--- config.mk ---
export PLATFORM = sky130hd
export DESIGN_NAME = count_key_sched_flat
export DESIGN_NICKNAME = d
export VERILOG_FILES = /design/src/rtl/count_key_sched_if.sv /design/src/rtl/count_key_sched.sv /design/src/flat_wrapper.sv
export SDC_FILE = /design/constraint.sdc
export NUM_CORES = 1
export LEC_CHECK = 0
export ABC_CLOCK_PERIOD_IN_PS = 1600
export CAP_MARGIN = 40
export CORE_MARGIN = 8
export CORE_UTILIZATION = 50
export CTS_CLUSTER_SIZE = 40
export DETAILED_ROUTE_END_ITERATION = 6
export PLACE_DENSITY = 0.85
export SYNTH_ARGS = -nofsm -noshare
export SYNTH_HDL_FRONTEND = slang
export SYNTH_SLANG_ARGS = --single-unit
export TNS_END_PERCENT = 30
--- constraint.sdc ---
create_clock -name clk -period 1.6 [get_ports clk]
set_clock_uncertainty 0.1 [all_clocks]
set_input_delay 0.16 -clock clk [delete_from_list [all_inputs] [get_ports clk]]
set_output_delay 0.16 -clock clk [all_outputs]
set_load 0.03 [all_outputs]
--- src/rtl/count_key_sched_if.sv ---
// Update channel from count_key_sched to its display/LED consumer.
// The master side presents a new counter value with cnt_valid and holds it
// until the slave accepts it with cnt_ready.
interface count_key_sched_if #(
  parameter int WIDTH = 8
);
  logic [WIDTH-1:0] cnt;
  logic             cnt_valid;
  logic             cnt_ready;
  logic [1:0]       grant_idx;
  logic             wrap;

  modport master (
    output cnt,
    output cnt_valid,
    output grant_idx,
    output wrap,
    input  cnt_ready
  );

  modport slave (
    input  cnt,
    input  cnt_valid,
    input  grant_idx,
    input  wrap,
    output cnt_ready
  );
endinterface

--- src/rtl/count_key_sched.sv ---
// count_key_sched: four debounced keys share one modulo counter.
// Press events (plus auto-repeat on the inc/dec keys) set one pending bit per
// key; a round-robin arbiter grants one request at a time, the granted
// operation is applied in EXEC, and the result is offered downstream in OUT
// over a valid/ready handshake.
module count_key_sched #(
  parameter int               WIDTH         = 8,
  parameter logic [WIDTH-1:0] MAX           = WIDTH'(99),
  parameter logic [WIDTH-1:0] PRESET        = WIDTH'(50),
  parameter logic             PRESS_LEVEL   = 1'b0,
  parameter int               HOLD_CYCLES   = 8,
  parameter int               REPEAT_CYCLES = 4
) (
  input  logic              clk,
  input  logic              rst,
  input  logic [3:0]        key_db,
  count_key_sched_if.master bus,
  output logic              busy
);

  typedef enum logic [1:0] {
    IDLE = 2'd0,
    EXEC = 2'd1,
    OUT  = 2'd2
  } state_t;

  // Key operation codes, indexed by key number.
  localparam logic [1:0] KEY_INC   = 2'd0;
  localparam logic [1:0] KEY_DEC   = 2'd1;
  localparam logic [1:0] KEY_LOAD  = 2'd2;
  localparam logic [1:0] KEY_CLEAR = 2'd3;

  // Hold counter only ever needs to reach HOLD_CYCLES.
  localparam int HCW = $clog2(HOLD_CYCLES + 1);
  localparam logic [HCW-1:0] HOLD_TOP    = HCW'(HOLD_CYCLES);
  localparam logic [HCW-1:0] HOLD_RELOAD = HCW'(HOLD_CYCLES - REPEAT_CYCLES);

  // Released level for all four keys; key_prev starts here so a key held
  // through reset produces exactly one press event afterwards.
  localparam logic [3:0] KEYS_RELEASED = {4{~PRESS_LEVEL}};

  state_t           state_q, state_nxt;
  logic [3:0]       key_prev;
  logic [3:0]       pending_q, pending_nxt;
  logic [1:0]       ptr_q, ptr_nxt;
  logic [1:0]       grant_q, grant_nxt;
  logic [WIDTH-1:0] cnt_q, cnt_nxt;
  logic             wrap_q, wrap_nxt;
  logic             valid_q, valid_nxt;
  logic [HCW-1:0]   hold_cnt [2];
  logic [HCW-1:0]   hold_nxt [2];
  logic [HCW-1:0]   hold_inc [2];

  logic [3:0]       pressed;
  logic [3:0]       was_pressed;
  logic [3:0]       press_evt;
  logic [1:0]       rep_set;
  logic [3:0]       set_mask;
  logic [3:0]       clr_mask;

  // First requesting key found scanning start, start+1, ... modulo 4.
  function automatic logic [1:0] rr_pick(input logic [3:0] req,
                                         input logic [1:0] start);
    logic [1:0] idx;
    logic       found;
    logic [1:0] pick;
    pick  = start;
    found = 1'b0;
    for (int k = 0; k < 4; k++) begin
      idx = start + 2'(k);
      if (!found && req[idx]) begin
        pick  = idx;
        found = 1'b1;
      end
    end
    return pick;
  endfunction

  // Level and edge view of the keys in "pressed" polarity.
  assign pressed     = ~(key_db   ^ {4{PRESS_LEVEL}});
  assign was_pressed = ~(key_prev ^ {4{PRESS_LEVEL}});
  assign press_evt   = pressed & ~was_pressed;

  // Auto-repeat timers for the increment and decrement keys.
  // NOTE: every signal written here gets a value before any condition, so no
  // path leaves it unassigned and no latch is inferred.
  always_comb begin
    rep_set = '0;
    for (int i = 0; i < 2; i++) begin
      hold_inc[i] = hold_cnt[i] + HCW'(1);
      hold_nxt[i] = '0;
      if (pressed[i] && !press_evt[i]) begin
        if (hold_inc[i] == HOLD_TOP) begin
          rep_set[i]  = 1'b1;
          hold_nxt[i] = HOLD_RELOAD;
        end else begin
          hold_nxt[i] = hold_inc[i];
        end
      end
    end
  end

  // Pending requests: a new set beats a same-cycle clear from EXEC.
  always_comb begin
    set_mask    = press_evt | {2'b00, rep_set};
    pending_nxt = (pending_q & ~clr_mask) | set_mask;
  end

  // FSM next state plus the datapath updates made on each transition.
  always_comb begin
    state_nxt = state_q;
    cnt_nxt   = cnt_q;
    wrap_nxt  = wrap_q;
    valid_nxt = valid_q;
    grant_nxt = grant_q;
    ptr_nxt   = ptr_q;
    clr_mask  = '0;
    unique case (state_q)
      IDLE: begin
        if (|pending_q) begin
          grant_nxt = rr_pick(pending_q, ptr_q);
          state_nxt = EXEC;
        end
      end
      EXEC: begin
        unique case (grant_q)
          KEY_INC: begin
            wrap_nxt = (cnt_q == MAX);
            cnt_nxt  = (cnt_q == MAX) ? '0 : cnt_q + WIDTH'(1);
          end
          KEY_DEC: begin
            wrap_nxt = (cnt_q == '0);
            cnt_nxt  = (cnt_q == '0) ? MAX : cnt_q - WIDTH'(1);
          end
          KEY_LOAD: begin
            wrap_nxt = 1'b0;
            cnt_nxt  = PRESET;
          end
          KEY_CLEAR: begin
            wrap_nxt = 1'b0;
            cnt_nxt  = '0;
          end
          default: begin
            wrap_nxt = 1'b0;
            cnt_nxt  = cnt_q;
          end
        endcase
        clr_mask[grant_q] = 1'b1;
        ptr_nxt           = grant_q + 2'd1;
        valid_nxt         = 1'b1;
        state_nxt         = OUT;
      end
      OUT: begin
        if (bus.cnt_ready) begin
          valid_nxt = 1'b0;
          state_nxt = IDLE;
        end
      end
      default: begin
        state_nxt = IDLE;
        valid_nxt = 1'b0;
      end
    endcase
  end

  // State, counter and request registers with synchronous reset.
  // NOTE: sequential state uses non-blocking assignments so every register
  // samples the values from before the edge, independent of statement order.
  always_ff @(posedge clk) begin
    if (rst) begin
      state_q   <= IDLE;
      key_prev  <= KEYS_RELEASED;
      pending_q <= '0;
      ptr_q     <= '0;
      grant_q   <= '0;
      cnt_q     <= '0;
      wrap_q    <= 1'b0;
      valid_q   <= 1'b0;
      // NOTE: the two-entry hold array is plain flops, so it is reset with the
      // rest; a larger RAM-style array would be left unreset.
      for (int i = 0; i < 2; i++) begin
        hold_cnt[i] <= '0;
      end
    end else begin
      state_q   <= state_nxt;
      key_prev  <= key_db;
      pending_q <= pending_nxt;
      ptr_q     <= ptr_nxt;
      grant_q   <= grant_nxt;
      cnt_q     <= cnt_nxt;
      wrap_q    <= wrap_nxt;
      valid_q   <= valid_nxt;
      for (int i = 0; i < 2; i++) begin
        hold_cnt[i] <= hold_nxt[i];
      end
    end
  end

  assign bus.cnt       = cnt_q;
  assign bus.cnt_valid = valid_q;
  assign bus.grant_idx = grant_q;
  assign bus.wrap      = wrap_q;
  assign busy          = (state_q != IDLE) || (|pending_q);

endmodule

--- src/flat_wrapper.sv ---
// flat-port wrapper written by rule: the top's interface ports become plain ports
module count_key_sched_flat 
#(
  parameter int               WIDTH         = 8,
  parameter logic [WIDTH-1:0] MAX           = WIDTH'(99),
  parameter logic [WIDTH-1:0] PRESET        = WIDTH'(50),
  parameter logic             PRESS_LEVEL   = 1'b0,
  parameter int               HOLD_CYCLES   = 8,
  parameter int               REPEAT_CYCLES = 4
)
  (clk, rst, key_db, busy, bus_cnt, bus_cnt_valid, bus_grant_idx, bus_wrap, bus_cnt_ready);
  count_key_sched_if #(.WIDTH(WIDTH)) bus_i ();
  input  logic clk;
  input  logic rst;
  input  logic [3:0] key_db;
  output logic busy;
  output wire logic [$bits(bus_i.cnt)-1:0] bus_cnt;
  output wire logic [$bits(bus_i.cnt_valid)-1:0] bus_cnt_valid;
  output wire logic [$bits(bus_i.grant_idx)-1:0] bus_grant_idx;
  output wire logic [$bits(bus_i.wrap)-1:0] bus_wrap;
  input wire logic [$bits(bus_i.cnt_ready)-1:0] bus_cnt_ready;
  assign bus_cnt = bus_i.cnt;
  assign bus_cnt_valid = bus_i.cnt_valid;
  assign bus_grant_idx = bus_i.grant_idx;
  assign bus_wrap = bus_i.wrap;
  assign bus_i.cnt_ready = bus_cnt_ready;
  count_key_sched #(.WIDTH(WIDTH), .MAX(MAX), .PRESET(PRESET), .PRESS_LEVEL(PRESS_LEVEL), .HOLD_CYCLES(HOLD_CYCLES), .REPEAT_CYCLES(REPEAT_CYCLES)) u_core (.clk(clk), .rst(rst), .key_db(key_db), .bus(bus_i), .busy(busy));
endmodule
; ---- Yosys cells after proc, flatten, opt, wreduce, memory -nomap -nowiden
; Memory sizes are Yosys's and may differ from the RTL's.
; Index checks and enable logic that the tools add are counted.
[classes]
addsub = 8
multipliers = 0
div = 0
order_cmp = 6
n_eq_ne = 10
shift = 0
mux = 45
n_bitwise = 11
reduce_logical = 21
[op_table]
columns = cell, n
row1 = case mux 8 bit (4 select lines), 1
row2 = two-way mux 4 bit, 7
row3 = two-way mux 1 bit, 22
row4 = two-way mux 8 bit, 2
row5 = NOT 4 bit, 4
row6 = "less-than comparator 2 x 3 -> 1 bit, second input constant", 5
row7 = two-way mux 2 bit, 5
row8 = "adder 4 x 1 -> 4 bit, second input constant", 2
row9 = "adder 8 x 1 -> 8 bit, second input constant", 1
row10 = bitwise AND 4 bit, 2
row11 = binary-select mux 1 bit (select 2 bit), 4
row12 = "== test 4 bit, second input constant", 2
row13 = "== test 8 x 7 -> 1 bit, second input constant", 1
row14 = logical NOT 8 bit, 1
row15 = "subtractor 8 x 1 -> 8 bit, second input constant", 1
row16 = "== test 2 bit, second input constant", 3
row17 = logical AND 1 bit, 6
row18 = case mux 1 bit (3 select lines), 2
row19 = case mux 2 bit (3 select lines), 1
row20 = AND reduction 2 bit, 3
row21 = logical NOT 1 bit, 5
row22 = "adder 2 x 1 -> 2 bit, second input constant", 2
row23 = "adder 2 bit, second input constant", 2
row24 = "== test 2 x 1 -> 1 bit, second input constant", 2
row25 = other kinds (13), 15
[totals]
ff_bits = 24
latch_bits = 0
mem_bits_rw = 8
romBits = 0
input_bits = 7
mem_count = 1
[mem_list]
columns = memory, words, width, read_ports, rd_ports_with_merged_regs, wr, line_no
row1 = u_core.hold_cnt, 2, 4, 2, 0, 2, count_key_sched.sv:50  ; logic [HCW-1:0] hold_cnt [2];

; ---- Longest topological paths before layout
; Gate-level depths: netlist of run 1.
[depth]
word_depth = 18
mapped_depth = 7
depth_no_buf = 7

; ---- Worst setup path after synthesis of run 1
; No wires, ideal clock.
[synth_path]
path_kind = register to register
from = reg u_core.grant_q[0] (netlist: u_core.bus.grant_idx[0])
to = reg u_core.cnt_q[5] (netlist: u_core.bus.cnt[5])
setup_time_ns = 0.091
t_arrival_ns = 1.768
required_time_ns = 1.409
setup_slack_ns = -0.359
stages_incl_launch_ff = 8
path_buffers = 1
synth_period_minus_slack_ns = 1.959
cell_sequence = dfxtp_1 inv_1 ha_1 nor2b_1 clkbuf_1 o211ai_1 o2bb2ai_1 a311oi_1
[synth_via]
elab_chain_len = 2
[synth_rtl]
columns = item, line_no
row1 = start: declaration, count_key_sched.sv:46  ; logic [1:0] grant_q, grant_nxt;
row2 = start signal: assignment, count_key_sched.sv:189  ; grant_q <= grant_nxt;
row3 = == test 2 bit (tied with other cells), count_key_sched.sv:126  ; unique case (grant_q)
row4 = case mux 8 bit (4 select lines) (*), count_key_sched.sv:126
row5 = end signal: assignment, count_key_sched.sv:190  ; cnt_q <= cnt_nxt;
row6 = end: declaration, count_key_sched.sv:47  ; logic [WIDTH-1:0] cnt_q, cnt_nxt;
; Mark *: on every way between the ends. The rest lies on a longest branch, timed or not.
; A chain may end at the register's enable or synchronous reset.

; ---- Worst setup path in the final report of run 1
[layout_path]
from = reg u_core.cnt_q[0] (netlist: u_core.bus.cnt[0])
to = reg u_core.cnt_q[5] (netlist: u_core.bus.cnt[5])
[layout_via]
elab_chain_len = 3
[layout_rtl]
columns = item, line_no
row1 = subtractor 8 x 1 -> 8 bit (tied with other cells), count_key_sched.sv:133  ; cnt_nxt = (cnt_q == '0) ? MAX : cnt_q - WIDTH'(1);
row2 = "two-way mux 8 bit, on equally long branches", "count_key_sched.sv:133, count_key_sched.sv:129"
row3 = case mux 8 bit (4 select lines) (*), count_key_sched.sv:126
; Marked as above.

==> results_dict.tcl, run 1 <==
set metrics [dict create \
    die_x_um 76.6 \
    violations "negative setup slack" \
    cp.arrival_ns 1.72 \
    clock-sinks 32 \
    route.detailed.drc 0 \
    synth_ff_type "dfxtp_1" \
    synth_cells 231 \
    cts_root_buf "clkbuf_8" \
    syn_area_per_cell_sq_um 7.95 \
    hpwl_um 3180 \
    yosys-top-cells-area "dfxtp_1, ha_1, nor2_1, nand2_1, a21oi_1" \
    max_freq_mhz 601 \
    synth_top_area_share_pct 34.9 \
    cp_num_buf_inv 1 \
    rows 22 \
    switching_share_pct 32.8 \
    slew_headroom_pct 73.1 \
    pwr-share-comb_pct 31.3 \
    synth_warnings 0 \
    multi_input_area_sq_um 1140 \
    die_y_um 76.6 \
    routed_wl_um 4580 \
    wl_per_cell_um 14.4 \
    max_slew.worst_pin.slew_ns 0.393 \
    yosysMostFrequentCell "dfxtp_1" \
    hold_violations 0 \
    path_clk_slew_ns 0.07 \
    timing.hold.ws_ns 0.330 \
    yosysSeqAreaShare_pct 34.9 \
    num_antenna_cells 0 \
    ys_seq_elements 32 \
    drive_gt1_share_pct 20.4 \
    clkPwrFrac_pct 30.9 \
    internal-power_w 0.00166 \
    maxCapViolCount 0 \
    yosysUniqueCellTypes 49 \
    cts.path.max_buffers 2 \
    first_global_vias 1708 \
    drt_iter0_drc 155 \
    core_sq_um 3610 \
    crit_chain "inv_1 > ha_1 > nor3b_2 > o21a_1 > o211ai_1 > o2bb2ai_1 > a311oi_2" \
    nets 288 \
    cpMaxStageDelayCell "dfxtp_4" \
    post-route-period-util_pct 104 \
    routed-via-count 1761 \
    cts_made_buffers 5 \
    critPathMaxFanout 2 \
    antenna_left 0 \
    setup_viol 3 \
    grt_max_degree 17 \
    power_frac_seq_pct 37.7 \
    cts_hold_buf 0 \
    worst_setup_path_end_kind "flop" \
    clock_latency_ns 0.29 \
    portBuffers 19 \
    area.sequential_sq_um 663 \
    post-place-ws_ns -0.0403 \
    critPathLaunchType "flop" \
    cts_tree "yes" \
    status "finished, violations left" \
    grt_pass1_wl_um 7600 \
    fin_total_pwr_w 0.00248 \
    synth_area_leader_cell "dfxtp_1" \
    synth_common_cells "dfxtp_1, nor2_1, nand2_1" \
    antenna_found_initial 0 \
    crit_type "reg2reg" \
    cp.required_ns 1.66 \
    leakage_nw 0.967 \
    slew_viol_final 0 \
    rsz0062_at_grt "yes" \
    pwr_density_cell_nw_per_um2 1040 \
    critPathMaxStageDelay_ns 0.34 \
    pin_count 20 \
    setup_ws_ns -0.0627 \
    synthToLayoutAreaGrowth_pct 29.2 \
    grt.total_usage_pct 15.7 \
    async_flop_share_pct 0 \
    syn_area_sq_um 1840 \
    synth_edf_count 0 \
    die_area_sq_um 5870 \
    path_delay_family "compound AO/OA/AOI/OAI gates" \
    vias_per_cell 5.54 \
    post_cts_resized 17 \
    syn-num-nets 250 \
    globalplace.congestion 0.914 \
    p_sw_w 0.000813 \
    firstDrtPassIters 4 \
    peakVddDrop_uv 1180 \
    n_fill_cell 320 \
    grt_overflow 0 \
    start_util_pct 50.9 \
    post_cts_buffers 0 \
    period_minus_slack_ns 1.66 \
    cts_max_level 2 \
    min_path_type "in2reg" \
]
## layout make-up
class / instances / area share, %
Sequential cell: 32 / 28.0
Multi-Input combinational cell: 176 / 47.9
Timing Repair Buffer: 41 / 15.0
Clock buffer: 6 / 3.06
Inverter: 13 / 2.06
Tap cell: 48 / 2.53
Clock inverter: 2 / 1.48
## placed cells by master, fill, tap and decap left out, types with 3 or more instances in the layout
cell	netlist	final
xor2_1	5	5
or2_2	3	3
clkbuf_8	0	5
a21oi_1	16	15
xnor2_1	3	3
dlygate4sd2_1	0	9
nor2b_1	4	4
o21ai_1	7	5
o21ai_0	7	7
nand3_1	11	11
nor3b_1	7	6
nand2_1	28	28
clkdlybuf4s50_1	0	8
dfxtp_4	0	5
buf_4	1	22
o211ai_1	3	3
a31oi_1	3	3
ha_1	12	10
dfxtp_1	32	24
dfxtp_2	0	3
inv_1	13	13
nor3_1	4	4
nor2_1	29	29
## sequential cells by signal, summed over array words and instances, names as in the netlist
register / flops
u_core.state_q: 2
u_core.key_prev: 4
u_core.bus.cnt: 8
u_core.pending_q: 4
u_core.bus.wrap: 1
u_core.hold_cnt: 8
u_core.bus.cnt_valid: 1
u_core.bus.grant_idx: 2
u_core.ptr_q: 2
## worst register-to-register path: stages (launching register included)
cell and delay, ns:
dfxtp_4 0.34, inv_1 0.05, ha_1 0.20, nor3b_2 0.16
o21a_1 0.19, o211ai_1 0.24, o2bb2ai_1 0.18, a311oi_2 0.07
## power groups by stage
stage	Combinational [W]	Clock, W	Sequential (W)
2_1_floorplan	0.000398	0	0.00101
3_3_place_gp	0.000736	0	0.000945
3_5_place_dp	0.000748	0	0.000948
4_1_cts	0.000751	0.000774	0.000933
5_1_grt	0.000844	0.000807	0.000945
6_report	0.000776	0.000766	0.000935
## logic make-up (layout without fill, tap and decap cells)
kind of cell	after synthesis	after routing	synth area share, %
multiplexers	1	1	0.613
XOR/XNOR	8	8	3.82
adder cells (fa/ha/maj)	12	12	8.18
flip-flops	32	32	34.9
buffers and inverters	23	62	5.45
AO/OA/AOI/OAI	58	58	20.5
AND/OR/NAND/NOR	97	97	26.6
## path summary, 6_finish.rpt
check                             start               endpoint  slack (ns)  cells after the start
setup reg to reg      u_core.bus.cnt[0]      u_core.bus.cnt[5]       -0.06                      7
hold reg to reg   u_core.hold_cnt[0][0]  u_core.hold_cnt[0][0]        0.38                      1
hold / removal                key_db[2]     u_core.key_prev[2]        0.33                      3
setup / recovery      u_core.bus.cnt[0]      u_core.bus.cnt[5]       -0.06                      7
## layer usage
metal / global-route usage, % / share of wire, % / vias to the layer above
li1: - / - / 882
met1: 17.6 / 44 / 818
met2: 27.5 / 49 / 52
met3: 4.48 / 5.2 / 9
met4: 5.77 / 1.7 / 0
met5: 0 / 0 / -
## metrics by stage
stage | utilization (%) | TNS (ns) | cells | area (sq um)
final | 65.8 | -0.0808 | 318 | 2370
after global routing | 65.8 | -0.722 | 318 | 2370
after CTS | 65.3 | -0.00813 | 318 | 2350
after detailed placement | 61.9 | -0.141 | 310 | 2230
after global placement | 61.9 | -0.00671 | 310 | 2230
after floorplan | - | -0.0866 | 231 | 1860
(Power assumes the default switching activity.)
==> run 2, diff against run 1 <==
--- a/config.mk
+++ b/config.mk
@@ -5,13 +5,15 @@
 export SDC_FILE = /design/constraint.sdc
 export NUM_CORES = 1
 export LEC_CHECK = 0
-export ABC_CLOCK_PERIOD_IN_PS = 1600
+export ABC_AREA = 1
+export ABC_CLOCK_PERIOD_IN_PS = 1900
 export CAP_MARGIN = 40
 export CORE_MARGIN = 8
-export CORE_UTILIZATION = 50
+export CORE_UTILIZATION = 63
 export CTS_CLUSTER_SIZE = 40
 export DETAILED_ROUTE_END_ITERATION = 6
-export PLACE_DENSITY = 0.85
+export DONT_BUFFER_PORTS = 1
+export PLACE_DENSITY = 0.89
 export SYNTH_ARGS = -nofsm -noshare
 export SYNTH_HDL_FRONTEND = slang
 export SYNTH_SLANG_ARGS = --single-unit
==> constraint.sdc (replaced) <==
create_clock -name clk -period 1.9 [get_ports clk]
set_clock_uncertainty 0.1 [all_clocks]
set_input_delay 0.19 -clock clk [delete_from_list [all_inputs] [get_ports clk]]
set_output_delay 0.19 -clock clk [all_outputs]
set_load 0.03 [all_outputs]
==> results_dict.tcl, run 2 <==
set metrics [dict create \
    status "completed" \
    multi_input_area_sq_um 1120 \
    peakVddDrop_uv 735 \
    leakage_nw 1.11 \
    syn_area_per_cell_sq_um 6.89 \
    drt_iter0_drc 244 \
    start_util_pct 65.4 \
    cp.required_ns 1.61 \
    cts.path.max_buffers 2 \
    yosysUniqueCellTypes 34 \
    firstDrtPassIters 5 \
    cp.arrival_ns 1.46 \
    clock_latency_ns 0.34 \
    synth_area_leader_cell "dfxtp_1" \
    route.detailed.drc 0 \
    syn_area_sq_um 1960 \
    n_fill_cell 241 \
    reg2reg_slack_ns 0.18 \
    die_x_um 71.8 \
    synth_top_family_by_area "simple AND/OR/NAND/NOR gates" \
    cp_num_buf_inv 0 \
    clock-sinks 32 \
    vias_per_cell 5.68 \
    portBuffers 0 \
    synth_common_cells "nand2_1, inv_1, dfxtp_1" \
    synth_cells 285 \
    fin_total_pwr_w 0.00225 \
    cts_tree "yes" \
    critPathMaxStageDelay_ns 0.45 \
    critPathLaunchType "flop" \
    slew_viol_final 0 \
    synth_ff_type "dfxtp_1" \
    yosysSeqAreaShare_pct 32.6 \
    synth_warnings 0 \
    path_delay_family "simple AND/OR/NAND/NOR gates" \
    pwr_density_cell_nw_per_um2 1010 \
    yosysMostFrequentCell "nand2_1" \
    rows 20 \
    maxCapViolCount 0 \
    num_antenna_cells 0 \
    final_common_cell "nand2_1" \
    grt_overflow 0 \
    grt_pass1_wl_um 7950 \
    synthAdderAreaFrac_pct 7.64 \
    rsz0062_at_grt "no" \
    syn-num-nets 304 \
    nets 327 \
    routed-via-count 1944 \
    rr_startpoint "u_core.bus.grant_idx[0]" \
    drive_gt1_share_pct 16.2 \
    core_sq_um 3000 \
    crit_chain "nor4_1 > nand2_1" \
    synthToLayoutAreaGrowth_pct 13.2 \
    setup_viol 0 \
    fin_setup_tns_ns 0 \
    die_area_sq_um 5160 \
    synth_compound_area_share_pct 12.0 \
    cts_made_buffers 5 \
    period_minus_slack_ns 1.75 \
    mostFrequentLayoutCells "nand2_1, inv_1, dfxtp_1, nand3_1, nor2_1" \
    antenna_left 0 \
    worst_setup_path_end_kind "primary output" \
    cts_max_level 2 \
    min_path_type "in2reg" \
    synthXorXnorAreaFrac_pct 4.46 \
    hpwl_um 3340 \
    max_slew.worst_pin.slew_ns 0.479 \
    cts_root_buf "clkbuf_4" \
    post_cts_buffers 0 \
    first_global_vias 1856 \
    grt_max_degree 19 \
    synth_edf_count 0 \
    globalplace.congestion 0.987 \
    crit_type "reg2out" \
    hold_violations 0 \
    post-route-period-util_pct 92.1 \
    slew_headroom_pct 68.0 \
    yosys-top-cells-area "dfxtp_1, nand2_1, inv_1, ha_1, nand3_1" \
    worstHoldStart "rst" \
    ys_seq_elements 32 \
    post_cts_resized 0 \
    critPathMaxFanout 5 \
    path_clk_slew_ns 0.09 \
    synth-simple-area-share_pct 33.1 \
    synth_top_area_share_pct 32.6 \
    pin_count 20 \
    async_flop_share_pct 0 \
    routed_wl_um 4760 \
    grt.total_usage_pct 19.2 \
    antenna_found_initial 0 \
    max_freq_mhz 571 \
    synth.mux.area_fraction_pct 0 \
    die_y_um 71.8 \
    cpMaxStageDelayCell "nor4_1" \
    crit_start "u_core.pending_q[0]" \
    area.sequential_sq_um 642 \
    wl_per_cell_um 13.9 \
]
run 2: cell types whose count changed after synthesis, sizes merged, moves of 5 or more:
cell,before,now
inv,13,47
nor2,29,23
a21oi,17,12
nor3b,7,0
nand3,11,32
nand2,28,78
run 2: logic make-up (layout without fill, tap and decap cells):
kind of cell,after synthesis,after routing
adder cells (fa/ha/maj),12,12
AND/OR/NAND/NOR,139,139
XOR/XNOR,10,10
flip-flops,32,32
AO/OA/AOI/OAI,41,41
buffers and inverters,51,75
run 2: power by group:
group          total, W  switching [W]  internal [W]
combinational  0.000916       0.000603      0.000313
sequential     0.000824      0.0000832      0.000741
clock          0.000511       0.000236      0.000276
total           0.00225       0.000922       0.00133
run 2: timing repair:
item | in CTS | in global routing
hold buffers | 6 | 0
endpoints found under the setup margin | 0 | 0
hold endpoints to repair | 22 | 0
run 2: layer usage:
| metal | GRT usage, % | up-vias | share of wire, % |
|---|---|---|---|
| met3 | 5.30 | 28 | 9.0 |
| met1 | 21.6 | 873 | 42 |
| met2 | 31.7 | 87 | 45 |
| met5 | 0 | - | 0 |
| li1 | - | 956 | - |
| met4 | 10.7 | 0 | 4.0 |
run 2: path summary, 6_finish.rpt:
check / to / cells past startpoint
worst min register to register: u_core.hold_cnt[0][2] / 1
worst max register to register: u_core.bus.cnt[2] / 9
worst min-delay path: u_core.key_prev[2] / 2
worst max-delay path: busy / 2
run 2: cell type report:
type,instances,area share (%)
repair buffers,20,7.42
clock buffers,6,1.86
multi-input cells,202,50.5
clock inverters,2,1.57
flip-flops and latches,32,28.9
well taps,33,1.86
inverters,47,7.93
run 2: per-stage QoR:
stage                     cells  utilization, %  hold WS [ns]  setup WS [ns]  area [sq um]
after detailed placement    328            69.5         0.160          0.244          2090
after global routing        342            74.1        0.0907         0.0490          2220
after CTS                   342            74.1        0.0672          0.150          2220
final                       342            74.1        0.0943          0.150          2220
after floorplan             285               -         0.195         0.0398          1970
after global placement      328            69.5         0.161          0.323          2090
